$ cat src/rtl/frame_buf_scheduler.sv
// frame_buf_scheduler: newest-frame ring arbiter between one writer (capture DMA) and one reader
// (display DMA). The reader always takes the latest complete frame, stale frames are dropped and
// the last frame is repeated when nothing newer is ready.
// Optional feature: define FRAME_SCHED_STATS_EN to add saturating drop_count / repeat_count outputs.
module frame_buf_scheduler #(
  parameter int                    NUM_BUFS   = 4,
  parameter int                    ADDR_WIDTH = 32,
  parameter logic [ADDR_WIDTH-1:0] BASE_ADDR  = 32'h0F80_0000,
  parameter logic [ADDR_WIDTH-1:0] BUF_STRIDE = 32'h0040_0000
) (
  input  logic                    sys_clk,
  input  logic                    sys_rst,
  input  logic                    wr_req,
  output logic                    wr_ack,
  output logic [ADDR_WIDTH-1:0]   wr_base,
  input  logic                    wr_done,
  input  logic                    rd_req,
  output logic                    rd_ack,
  output logic [ADDR_WIDTH-1:0]   rd_base,
  input  logic                    rd_done,
  output logic [2*NUM_BUFS-1:0]   buf_state,
  output logic                    protocol_err
`ifdef FRAME_SCHED_STATS_EN
  ,
  output logic [15:0]             drop_count,
  output logic [15:0]             repeat_count
`endif
);

  localparam int IDX_W = $clog2(NUM_BUFS);

  typedef enum logic [1:0] {
    BUF_FREE    = 2'd0,
    BUF_WRITING = 2'd1,
    BUF_READY   = 2'd2,
    BUF_READING = 2'd3
  } buf_st_e;

  typedef logic [IDX_W-1:0] idx_t;

  buf_st_e               buf_q [NUM_BUFS];
  buf_st_e               buf_d [NUM_BUFS];
  logic                  wr_held_q, wr_held_d;
  logic                  rd_held_q, rd_held_d;
  idx_t                  wr_idx_q, wr_idx_d;
  idx_t                  rd_idx_q, rd_idx_d;
  logic                  wr_ack_q, wr_ack_d;
  logic                  rd_ack_q, rd_ack_d;
  logic [ADDR_WIDTH-1:0] wr_base_q, wr_base_d;
  logic [ADDR_WIDTH-1:0] rd_base_q, rd_base_d;
  logic                  err_q, err_d;
  logic                  ready_after_wr;
  logic                  free_found, ready_found;
  idx_t                  free_idx, ready_idx;
`ifdef FRAME_SCHED_STATS_EN
  logic                  drop_inc, repeat_inc;
  logic [15:0]           drop_q, repeat_q;
`endif

  // Base address of buffer idx, wrapping modulo 2^ADDR_WIDTH.
  function automatic logic [ADDR_WIDTH-1:0] buf_addr(input idx_t idx);
    logic [ADDR_WIDTH-1:0] off;
    off = ADDR_WIDTH'(idx) * BUF_STRIDE;
    return BASE_ADDR + off;
  endfunction

  // Next state: apply wr_done, then rd_done, then both grants on the post-done buffer states.
  always_comb begin
    // NOTE: every variable gets a default first so no path leaves one unassigned (no latches).
    buf_d          = buf_q;
    wr_held_d      = wr_held_q;
    rd_held_d      = rd_held_q;
    wr_idx_d       = wr_idx_q;
    rd_idx_d       = rd_idx_q;
    wr_ack_d       = 1'b0;
    rd_ack_d       = 1'b0;
    wr_base_d      = wr_base_q;
    rd_base_d      = rd_base_q;
    err_d          = err_q;
    ready_after_wr = 1'b0;
    free_found     = 1'b0;
    ready_found    = 1'b0;
    free_idx       = '0;
    ready_idx      = '0;
`ifdef FRAME_SCHED_STATS_EN
    drop_inc       = 1'b0;
    repeat_inc     = 1'b0;
`endif

    // Completed frame becomes the newest READY one; an unread older frame is dropped.
    if (wr_done) begin
      if (wr_held_q) begin
        for (int i = 0; i < NUM_BUFS; i++) begin
          if (buf_d[i] == BUF_READY) begin
            buf_d[i] = BUF_FREE;
`ifdef FRAME_SCHED_STATS_EN
            drop_inc = 1'b1;
`endif
          end
        end
        buf_d[wr_idx_q] = BUF_READY;
        wr_held_d       = 1'b0;
      end else begin
        err_d = 1'b1;
      end
    end

    // Reader release: free the buffer if a newer frame waits, otherwise keep it for a repeat.
    if (rd_done) begin
      if (rd_held_q) begin
        for (int i = 0; i < NUM_BUFS; i++) begin
          if (buf_d[i] == BUF_READY) ready_after_wr = 1'b1;
        end
        if (ready_after_wr) begin
          buf_d[rd_idx_q] = BUF_FREE;
        end else begin
          buf_d[rd_idx_q] = BUF_READY;
`ifdef FRAME_SCHED_STATS_EN
          repeat_inc      = 1'b1;
`endif
        end
        rd_held_d = 1'b0;
      end else begin
        err_d = 1'b1;
      end
    end

    // Descending scan leaves the lowest-index FREE buffer selected.
    for (int i = NUM_BUFS - 1; i >= 0; i--) begin
      if (buf_d[i] == BUF_FREE) begin
        free_found = 1'b1;
        free_idx   = IDX_W'(i);
      end
      if (buf_d[i] == BUF_READY) begin
        ready_found = 1'b1;
        ready_idx   = IDX_W'(i);
      end
    end

    // A request still visible during its own ack cycle is the tail of the granted request.
    if (wr_req && !wr_held_d) begin
      if (free_found) begin
        buf_d[free_idx] = BUF_WRITING;
        wr_held_d       = 1'b1;
        wr_idx_d        = free_idx;
        wr_ack_d        = 1'b1;
        wr_base_d       = buf_addr(free_idx);
      end
    end else if (wr_req && !wr_ack_q) begin
      err_d = 1'b1;
    end

    if (rd_req && !rd_held_d) begin
      if (ready_found) begin
        buf_d[ready_idx] = BUF_READING;
        rd_held_d        = 1'b1;
        rd_idx_d         = ready_idx;
        rd_ack_d         = 1'b1;
        rd_base_d        = buf_addr(ready_idx);
      end
    end else if (rd_req && !rd_ack_q) begin
      err_d = 1'b1;
    end
  end

  // State and registered outputs; asynchronous reset abandons any in-flight frames.
  always_ff @(posedge sys_clk or posedge sys_rst) begin
    if (sys_rst) begin
      // NOTE: the buffer state array is small control state, so every entry is reset explicitly.
      for (int i = 0; i < NUM_BUFS; i++) buf_q[i] <= BUF_FREE;
      wr_held_q <= 1'b0;
      rd_held_q <= 1'b0;
      wr_idx_q  <= '0;
      rd_idx_q  <= '0;
      wr_ack_q  <= 1'b0;
      rd_ack_q  <= 1'b0;
      wr_base_q <= BASE_ADDR;
      rd_base_q <= BASE_ADDR;
      err_q     <= 1'b0;
    end else begin
      // NOTE: non-blocking assignments so all registers update together from pre-edge values.
      buf_q     <= buf_d;
      wr_held_q <= wr_held_d;
      rd_held_q <= rd_held_d;
      wr_idx_q  <= wr_idx_d;
      rd_idx_q  <= rd_idx_d;
      wr_ack_q  <= wr_ack_d;
      rd_ack_q  <= rd_ack_d;
      wr_base_q <= wr_base_d;
      rd_base_q <= rd_base_d;
      err_q     <= err_d;
    end
  end

`ifdef FRAME_SCHED_STATS_EN
  // Saturating statistics counters.
  always_ff @(posedge sys_clk or posedge sys_rst) begin
    if (sys_rst) begin
      drop_q   <= '0;
      repeat_q <= '0;
    end else begin
      if (drop_inc && drop_q != 16'hFFFF) drop_q <= drop_q + 16'd1;
      if (repeat_inc && repeat_q != 16'hFFFF) repeat_q <= repeat_q + 16'd1;
    end
  end

  assign drop_count   = drop_q;
  assign repeat_count = repeat_q;
`endif

  // Pack per-buffer states, buffer i in bits [2i+1:2i].
  always_comb begin
    buf_state = '0;
    for (int i = 0; i < NUM_BUFS; i++) buf_state[2*i +: 2] = buf_q[i];
  end

  assign wr_ack       = wr_ack_q;
  assign rd_ack       = rd_ack_q;
  assign wr_base      = wr_base_q;
  assign rd_base      = rd_base_q;
  assign protocol_err = err_q;

endmodule

$ cat config.mk
export PLATFORM = sky130hd
export DESIGN_NAME = frame_buf_scheduler
export DESIGN_NICKNAME = d
export VERILOG_FILES = /design/src/rtl/frame_buf_scheduler.sv
export SDC_FILE = /design/constraint.sdc
export NUM_CORES = 1
export LEC_CHECK = 0
export BUFFER_PORTS_ARGS = -buffer_cell sky130_fd_sc_hd__buf_4
export CAP_MARGIN = 20
export CORE_ASPECT_RATIO = 0.75
export CORE_UTILIZATION = 30
export CTS_CLUSTER_SIZE = 12
export DETAILED_ROUTE_END_ITERATION = 10
export MAX_ROUTING_LAYER = met4
export PLACE_DENSITY = 0.61
export SLEW_MARGIN = 30
export SYNTH_ARGS = -nofsm -noshare
export SYNTH_HDL_FRONTEND = slang
export SYNTH_SLANG_ARGS = --single-unit
$ cat constraint.sdc
create_clock -name sys_clk -period 2.5 [get_ports sys_clk]
set_clock_uncertainty 0.1 [all_clocks]
set_input_delay 0.375 -clock sys_clk [delete_from_list [all_inputs] [get_ports sys_clk]]
set_output_delay 0.375 -clock sys_clk [all_outputs]
set_load 0.02 [all_outputs]
Word-level counts from Yosys, hierarchy flattened. Index checks and enable logic that the tools add are counted. W data, S select, Z words.

Latch bits: 0. Bits in writable memories: 0. Bits in read-only memories: 0. Logic and storage cells: 138. Output and inout port bits: 75. Register bits: 81. Input bits: 6. Memories kept: 0.

Multiply operators: 0. Order comparisons: 8. Mux-type cells: 69. Add/sub/neg operators: 2. Shifts and indexed selects: 0. Reductions and logical operators: 18. Divide/modulo/power cells: 0. Equality and inequality tests: 12. Bitwise operators: 16.

Operators by type and width (number): $mux W8 (9); $add A28 B24 Y29 const A (2); $mux W2 (24); $mux W1 (32); $eq A2 B2 Y1 const B (12); $demux W2 S2 (4); $and A4 B4 Y4 (3); $ge A3 B3 Y1 const B (4); $lt A3 B1 Y1 const B (4); $not A2 Y3 (4); $not A4 Y4 (3); $or A4 B4 Y4 (3); $and A8 B8 Y8 (1); $logic_and A1 B1 Y1 (8); $logic_not A2 Y1 (4); $not A8 Y8 (1); $or A8 B8 Y8 (1); $logic_not A1 Y1 (4); $reduce_and A2 Y1 (2).

Longest topological paths before layout. Gate-level depths: netlist of the first run.

Depth in word-level cells: 36. Mapped depth: 7. Mapped depth without buffers: 6.

Worst setup path after synthesis of the first run. OpenSTA, ideal clock, no wires.

Path kind: register -> register. From: register wr_idx_q[0]. To: register wr_idx_q[0]. Setup time: 94 ps. Required time: 2306 ps. Buffers on the path: 0. Clock period less this slack: 1888 ps. Data arrival time: 1694 ps. Slack: 612 ps. Stages on the path, launching flop included: 7. Path through: dfrtp_1 nand4b_1 inv_1 o21ai_0 a221o_1 a31o_1 a211oi_1.

Longest elaborated chain between the ends: 25. Elaborated cells on any way between the ends: 40. Classes of those cells: 2 x order compare; 4 x eq/ne; 21 x mux; 7 x bitwise; 6 x reduce/logical.

Ends and longest elaborated chain: start: declaration (line 45) `idx_t wr_idx_q, wr_idx_d;`; start signal: assignment (line 185) `wr_idx_q <= wr_idx_d;`; $not A2 Y3 (not written as such) * (line 101) `buf_d[wr_idx_q] = BUF_READY;`; $ge A3 B3 Y1 (not written as such) / $lt A3 B1 Y1 (equally long branches) (line 101); $logic_and A1 B1 Y1 (not written as such) (line 101); $mux W2 (not written as such) (line 101); $demux W2 S2 * (line 101); $not A4 Y4 (no line); $and A4 B4 Y4 (no line); $mux W8 * (line 92) `if (wr_held_q) begin`; [6 not listed]; $mux W1 (line 110) `if (rd_held_q) begin`; $mux W1 (line 109) `if (rd_done) begin`; $mux W8 (line 114) `if (ready_after_wr) begin`; $mux W8 (line 110); $mux W8 * (line 109); $logic_not A2 Y1 (line 130) `if (buf_d[i] == BUF_FREE) begin`; $mux W1 (4 in series) (line 130); $reduce_and A2 Y1 (no line).

Every way passes the cells marked *; elsewhere a longest branch is shown, timed or not. The select of a mux whose other input is x is not followed. A chain may end at the register's enable or synchronous reset.

Worst setup path in the final report of the first run.
From: register wr_held_q. To: register wr_held_q.

Longest elaborated chain between the ends: 19. Elaborated cells on any way between the ends: 31. Classes of those cells: 4 x eq/ne; 18 x mux; 3 x bitwise; 6 x reduce/logical.

Ends and longest elaborated chain: start: declaration (line 43) `logic wr_held_q, wr_held_d;`; start signal: assignment (line 183) `wr_held_q <= wr_held_d;`; $mux W8 (line 92); $mux W8 (line 91) `if (wr_done) begin`; $eq A2 B2 Y1 (line 112) `if (buf_d[i] == BUF_READY) ready_after_wr = 1'b1;`; $mux W1 (4 in series) (line 112); $mux W1 (line 110); $mux W1 (line 109); $mux W8 (line 114); $mux W8 (line 110); $mux W8 (line 109); $logic_not A2 Y1 (line 130); $mux W1 (4 in series) (line 130); $mux W1 (line 142) `if (free_found) begin`; $mux W1 * (line 141) `if (wr_req && !wr_held_d) begin`; net wr_held_d (line 43).

The timed path passes the listed nets; every way through them passes the cells marked *. The select of a mux whose other input is x is not followed.

==> results of run 1 <==
-- worst min-delay path by stage --
stage	to	slack (ns)	cells past startpoint
2_1_floorplan	buf_state[0]	0.22	1
3_3_place_gp	rd_base[27]	0.40	2
3_5_place_dp	protocol_err	0.40	2
4_1_cts	wr_held_q	0.19	2
5_1_grt	wr_held_q	0.21	2
6_report	wr_ack	0.14	2
-- cells by family after synthesis --
family                 synth area share [%]
buffers and inverters                  28.5
AND/OR/NAND/NOR                        18.0
AO/OA/AOI/OAI                          23.4
flip-flops                             28.8
XOR/XNOR                              0.528
multiplexers                          0.603
other                                 0.226
-- power by group --
| group | total (mW) | leakage [nW] | internal [mW] | switching, mW |
|---|---|---|---|---|
| registers | 0.644 | 0.212 | 0.453 | 0.191 |
| clock network | 0.221 | 0.0255 | 0.111 | 0.110 |
| logic | 1.44 | 0.618 | 0.567 | 0.868 |
-- metal layers --
metal  global-route usage [%]  up-vias
li1                         -      619
met1                     19.0      613
met2                     19.4       53
met3                     3.12        2
met4                     1.84        0
met5                        -        -
-- layout make-up --
cell class,instances,share of cell area (%)
multi-input combinational,157,50.7
sequential,19,27.1
timing repair buffer,30,12.8
tap,75,5.32
clock buffer,3,2.34
inverter,7,1.49
clock inverter,1,0.284
-- critical path: cells and delay by family, from the launching register on --
kind	cells	cell delay (ns)
AO/OA/AOI/OAI	4	0.93
AND/OR/NAND/NOR	2	0.56
flip-flops	1	0.47
-- through the flow --
stage | instances | hold slack (ns)
after floorplan | 242 | 0.225
after global placement | 288 | 0.397
after detailed placement | 288 | 0.397
after CTS | 292 | 0.186
after global routing | 292 | 0.215
final | 292 | 0.143
-- placed cells by master (no fill, tap or decap), drive strengths merged, types with 2 or more instances in the layout --
cell     synthesis  layout
a21boi           3       3
a21o             2       2
a21oi            8       8
a22oi            3       3
a2bb2oi          2       2
a31oi            2       2
and2             4       4
buf             59      30
clkbuf           0       3
conb             1      50
dfrtp           17      17
dfstp            2       2
inv              7       7
nand2           21      21
nand2b           3       3
nand3            3       3
nand3b           2       2
nand4b           4       4
nor2             7       7
nor2b            2       2
nor3             4       4
o211ai           4       4
o21a             2       2
o21ai           12      12
o21bai           2       2
-- sequential cells by signal, summed over array words and instances (netlist names) --
name / cells
rd_held_q: 1
wr_ack: 1
wr_idx_q: 2
rd_idx_q: 2
rd_base: 1
rd_ack: 1
protocol_err: 1
buf_state: 8
wr_held_q: 1
wr_base: 1
==> run metrics, run 1 <==
Register Area=478 um^2; layout cell share with drive strength beyond 1=21.7%; EDFF count, synth=0; TritonCTS clock tree=built; CTS sink cnt=19; number of antenna violations at the first check in global routing=0; Synth cell types=49; Async S/R FF share, synth=100%; met1 WL=1.73 mm; row cnt=23; drt first pass iters=6; fin util=33.1%; multi-input logic area=893 um^2; ranking of synthesized cells by area=buf_4, dfrtp_1, nand2_1; area growth from synthesis to layout=6.18%; final worst path period share=88.1%; Synth Instances=193; count leader, synth=buf_4; total power=2.30 mW; pre-CTS setup slack=0.330 ns; Most used DFF post-synth=dfrtp_1; Core Footprint=5320 um^2; DP HPWL=2.82 mm; Worst EP required=2.54 ns; status=completed; Total GRT Usage=13.3%; boundary pin count=81; Reg2Reg Setup Slack=0.30 ns; Max Used Layer=met4; met2 routed WL=1.57 mm; Die H=66.4 um; Max Cap Viol=0; H-tree levels=1; fmax=0.454 GHz; gpl congestion=0.936; Setup TNS=0 ns; hold crit path type=primary input to async pin; number of port buffers=30; detailed-route DRC error count=0; largest net degree at the start of global routing=20; R2R Path Start=wr_held_q; vias per cell=4.41; fin nets=224; Starting Density=31.2%; Post-DRT Antenna Nets=0; Yosys top cell by area=buf_4; Yosys warnings=0; met3 WL=266 um; Initial DRC Count=93; worst-margin pin slew=0.749 ns; critical path type=flip-flop to flip-flop; Ant. Diodes=0; clock buffer depth=2; CTS Buf Count=3; min Tclk post-route=2.20 ns; Clk Latency, worst-skew pair=0.26 ns; sequential cell area fraction in the yosys report=28.8%; Max stage delay cell, worst path=dfrtp_1; Max IR drop VDD=0.455 mV; critical path fanouts, max=9; placed cell area=1720 um^2; crit-path cells=nand2_1 -> o32a_2 -> a22oi_1 -> o21ai_0 -> nor3_1 -> o21ai_0; CP endpoint=wr_held_q; CP endpoint kind=flip-flop; post-route cell area=1760 um^2; Routed WL=3.57 mm; syn_area_per_cell=8.60 um^2; CP startpoint kind=flip-flop; DIE AREA=5840 um^2; crit-path max cell delay=0.47 ns; Final Hold Fails=0; most frequent cells after synthesis=buf_4, nand2_1, dfrtp_1; CP startpoint=wr_held_q; Pwr Density=1300 nW/um^2; WL/cell=12.2 um; final slew viol count=0; flops & latches, synth=19; vias in the first global route=1139; most used cell, CP=o21ai_0; static leakage=0.856 nW; first-pass GRT wire length=5.76 mm; Hold Buf Count CTS=0; RSZ-0062 raised after global routing=no; Post-CTS Setup Bufs=0; root buffer cell=clkbuf_8; vias post-DR=1287; reg2reg path depth=6; share of the synthesized area in the top cell type=26.2%; Die Wd=87.9 um; PostCTS Resize Cnt=0; r2r endpoint=wr_held_q; remaining global-route overflow=0; worst slew margin relative to its limit=50.0%; final worst slack=0.296 ns; synthesized area=1660 um^2; setup violators final=0; Worst-path clk slew=0.08 ns; WP data arrival=2.24 ns; fill cell count=580
Note: power is estimated with default switching activity, not from simulation.
==> inputs of run 2 (changes only) <==
--- a/config.mk
+++ b/config.mk
@@ -8,11 +8,11 @@
 export BUFFER_PORTS_ARGS = -buffer_cell sky130_fd_sc_hd__buf_4
 export CAP_MARGIN = 20
 export CORE_ASPECT_RATIO = 0.75
-export CORE_UTILIZATION = 30
+export CORE_UTILIZATION = 46
 export CTS_CLUSTER_SIZE = 12
 export DETAILED_ROUTE_END_ITERATION = 10
 export MAX_ROUTING_LAYER = met4
-export PLACE_DENSITY = 0.61
+export PLACE_DENSITY = 0.89
 export SLEW_MARGIN = 30
 export SYNTH_ARGS = -nofsm -noshare
 export SYNTH_HDL_FRONTEND = slang
==> run metrics, run 2 (synthesis gave the netlist of run 1 again) <==
hold crit path type=primary input to async pin; Setup TNS=0 ns (unchanged); total power=2.28 mW (-0.79%); pre-CTS setup slack=0.345 ns (+0.0150 ns); Clk Latency, worst-skew pair=0.26 ns (about the same); root buffer cell=clkbuf_8; post-route cell area=1720 um^2 (-2.5%); Routed WL=3.44 mm (-3.7%); final slew viol count=0 (unchanged); Ant. Diodes=0 (unchanged); Max stage delay cell, worst path=o32a_2; WL/cell=13.4 um (+9.4%); critical path fanouts, max=9 (unchanged); Core Footprint=3360 um^2 (-37%); commonest non-fill, non-tap cell in the layout=conb_1; H-tree levels=1 (unchanged); TritonCTS clock tree=built; boundary pin count=81 (unchanged); Starting Density=49.5% (+18 points); vias per cell=5.16 (+17%); Max Cap Viol=0 (unchanged); Top delay family on crit path=compound AO/OA/AOI/OAI gates; remaining global-route overflow=0 (unchanged); Max Used Layer=met4; Hold Buf Count CTS=0 (unchanged); Total GRT Usage=18.6% (+5.3 points); setup violators final=0 (unchanged); max reg flops=8 (unchanged); met3 WL=293 um (+10%); row cnt=18 (-22%); fin nets=224 (unchanged); Die H=54.0 um (-19%); largest net degree at the start of global routing=20 (unchanged); worst slew margin relative to its limit=50.5% (+0.55 points); failing checks=design-rule violations; Pwr Density=1330 nW/um^2 (+1.7%); WP data arrival=2.21 ns (-0.03 ns); placed cell count=253 (-12%); met1 WL=1.57 mm (-9.0%); first-pass GRT wire length=5.20 mm (-9.8%); Initial DRC Count=123 (+32%); number of antenna violations at the first check in global routing=0 (unchanged); Post-DRT Antenna Nets=0 (unchanged); DIE AREA=3860 um^2 (-34%); met2 routed WL=1.51 mm (-3.9%); worst-margin pin slew=0.741 ns (-0.00817 ns); detailed-route DRC error count=3 (+3); Worst-path clk slew=0.07 ns (about the same); Post-CTS Setup Bufs=0 (unchanged); RSZ-0062 raised after global routing=no; CP endpoint kind=flip-flop; area growth from synthesis to layout=3.54%; gpl congestion=0.949 (+1.4%); PostCTS Resize Cnt=0 (unchanged); DP HPWL=2.71 mm (-3.6%); Die Wd=71.4 um (-19%); crit-path cells=nand2_1 -> o32a_2 -> a22oi_1 -> o21ai_0 -> nor3_1 -> o21ai_0; fill cell count=320 (-45%); min Tclk post-route=2.16 ns (-0.0391 ns); Reg2Reg Setup Slack=0.34 ns (+0.04 ns); fmax=0.462 GHz (+1.8%); CTS Buf Count=3 (unchanged); final worst path period share=86.6% (-1.6 points); commonest non-fill, non-tap cells in the layout=conb_1, buf_4, nand2_1; clock buffer depth=2 (unchanged); number of port buffers=30 (unchanged); status=finished, violations left; critical path type=flip-flop to flip-flop; Max IR drop VDD=0.551 mV (+21%); drt first pass iters=7 (+1); final worst slack=0.335 ns (+0.0391 ns); Worst EP required=2.54 ns (about the same); Final Hold Fails=0 (unchanged); static leakage=0.856 nW (unchanged); crit-path max cell delay=0.47 ns (about the same); multi-input logic area=893 um^2 (unchanged); CP startpoint kind=flip-flop; Post-Layout Cell Count=257 (-12%); vias in the first global route=1043 (-8.4%); most used cell, CP=o21ai_0; Register Area=478 um^2 (unchanged); layout cell share with drive strength beyond 1=21.7% (unchanged); vias post-DR=1327 (+3.1%); CP Buf/Inv Count=0 (unchanged); CTS sink cnt=19 (unchanged); placed cell area=1670 um^2 (-2.6%)
## run 2: layout make-up
| cell class | count | area share (%) |
|---|---|---|
| repair buffers | 30 | 13.1 |
| multi-input cells | 157 | 52.0 |
| clock buffers | 3 | 2.40 |
| clock inverters | 1 | 0.291 |
| flip-flops and latches | 19 | 27.8 |
| well taps | 40 | 2.91 |
| inverters | 7 | 1.53 |
## run 2: final timing paths
path | from | to | cells past startpoint
max | wr_held_q | wr_held_q | 6
min | sys_rst | wr_ack | 2
max reg2reg | wr_held_q | wr_held_q | 6
min reg2reg | rd_base[27] | rd_base[27] | 2
max in group asynchronous | sys_rst | buf_state[5] | 2
min in group sys_clk | rd_done | protocol_err | 3
## run 2: worst register-to-register path: stages, from the launching register on
cell and delay [ns]:
dfrtp_1 0.45, nand2_1 0.26, o32a_2 0.47, a22oi_1 0.25, o21ai_0 0.14, nor3_1 0.27, o21ai_0 0.11
## run 2: per-layer routing
| layer | up-vias | track usage, % |
|---|---|---|
| met5 | - | - |
| met4 | 0 | 7.00 |
| met3 | 10 | 4.31 |
| met2 | 77 | 24.6 |
| met1 | 621 | 26.9 |
| li1 | 619 | - |
## run 2: per-stage QoR
step	hold WS (ns)	util [%]
after floorplan	0.225	-
after global placement	0.391	49.9
after detailed placement	0.401	49.9
after CTS	0.183	51.2
after global routing	0.221	51.2
final	0.140	51.2
## run 2: where the power goes
part,internal [mW],total (mW),switching [mW]
combinational,0.567,1.42,0.855
clock,0.111,0.218,0.107
sequential,0.453,0.642,0.189
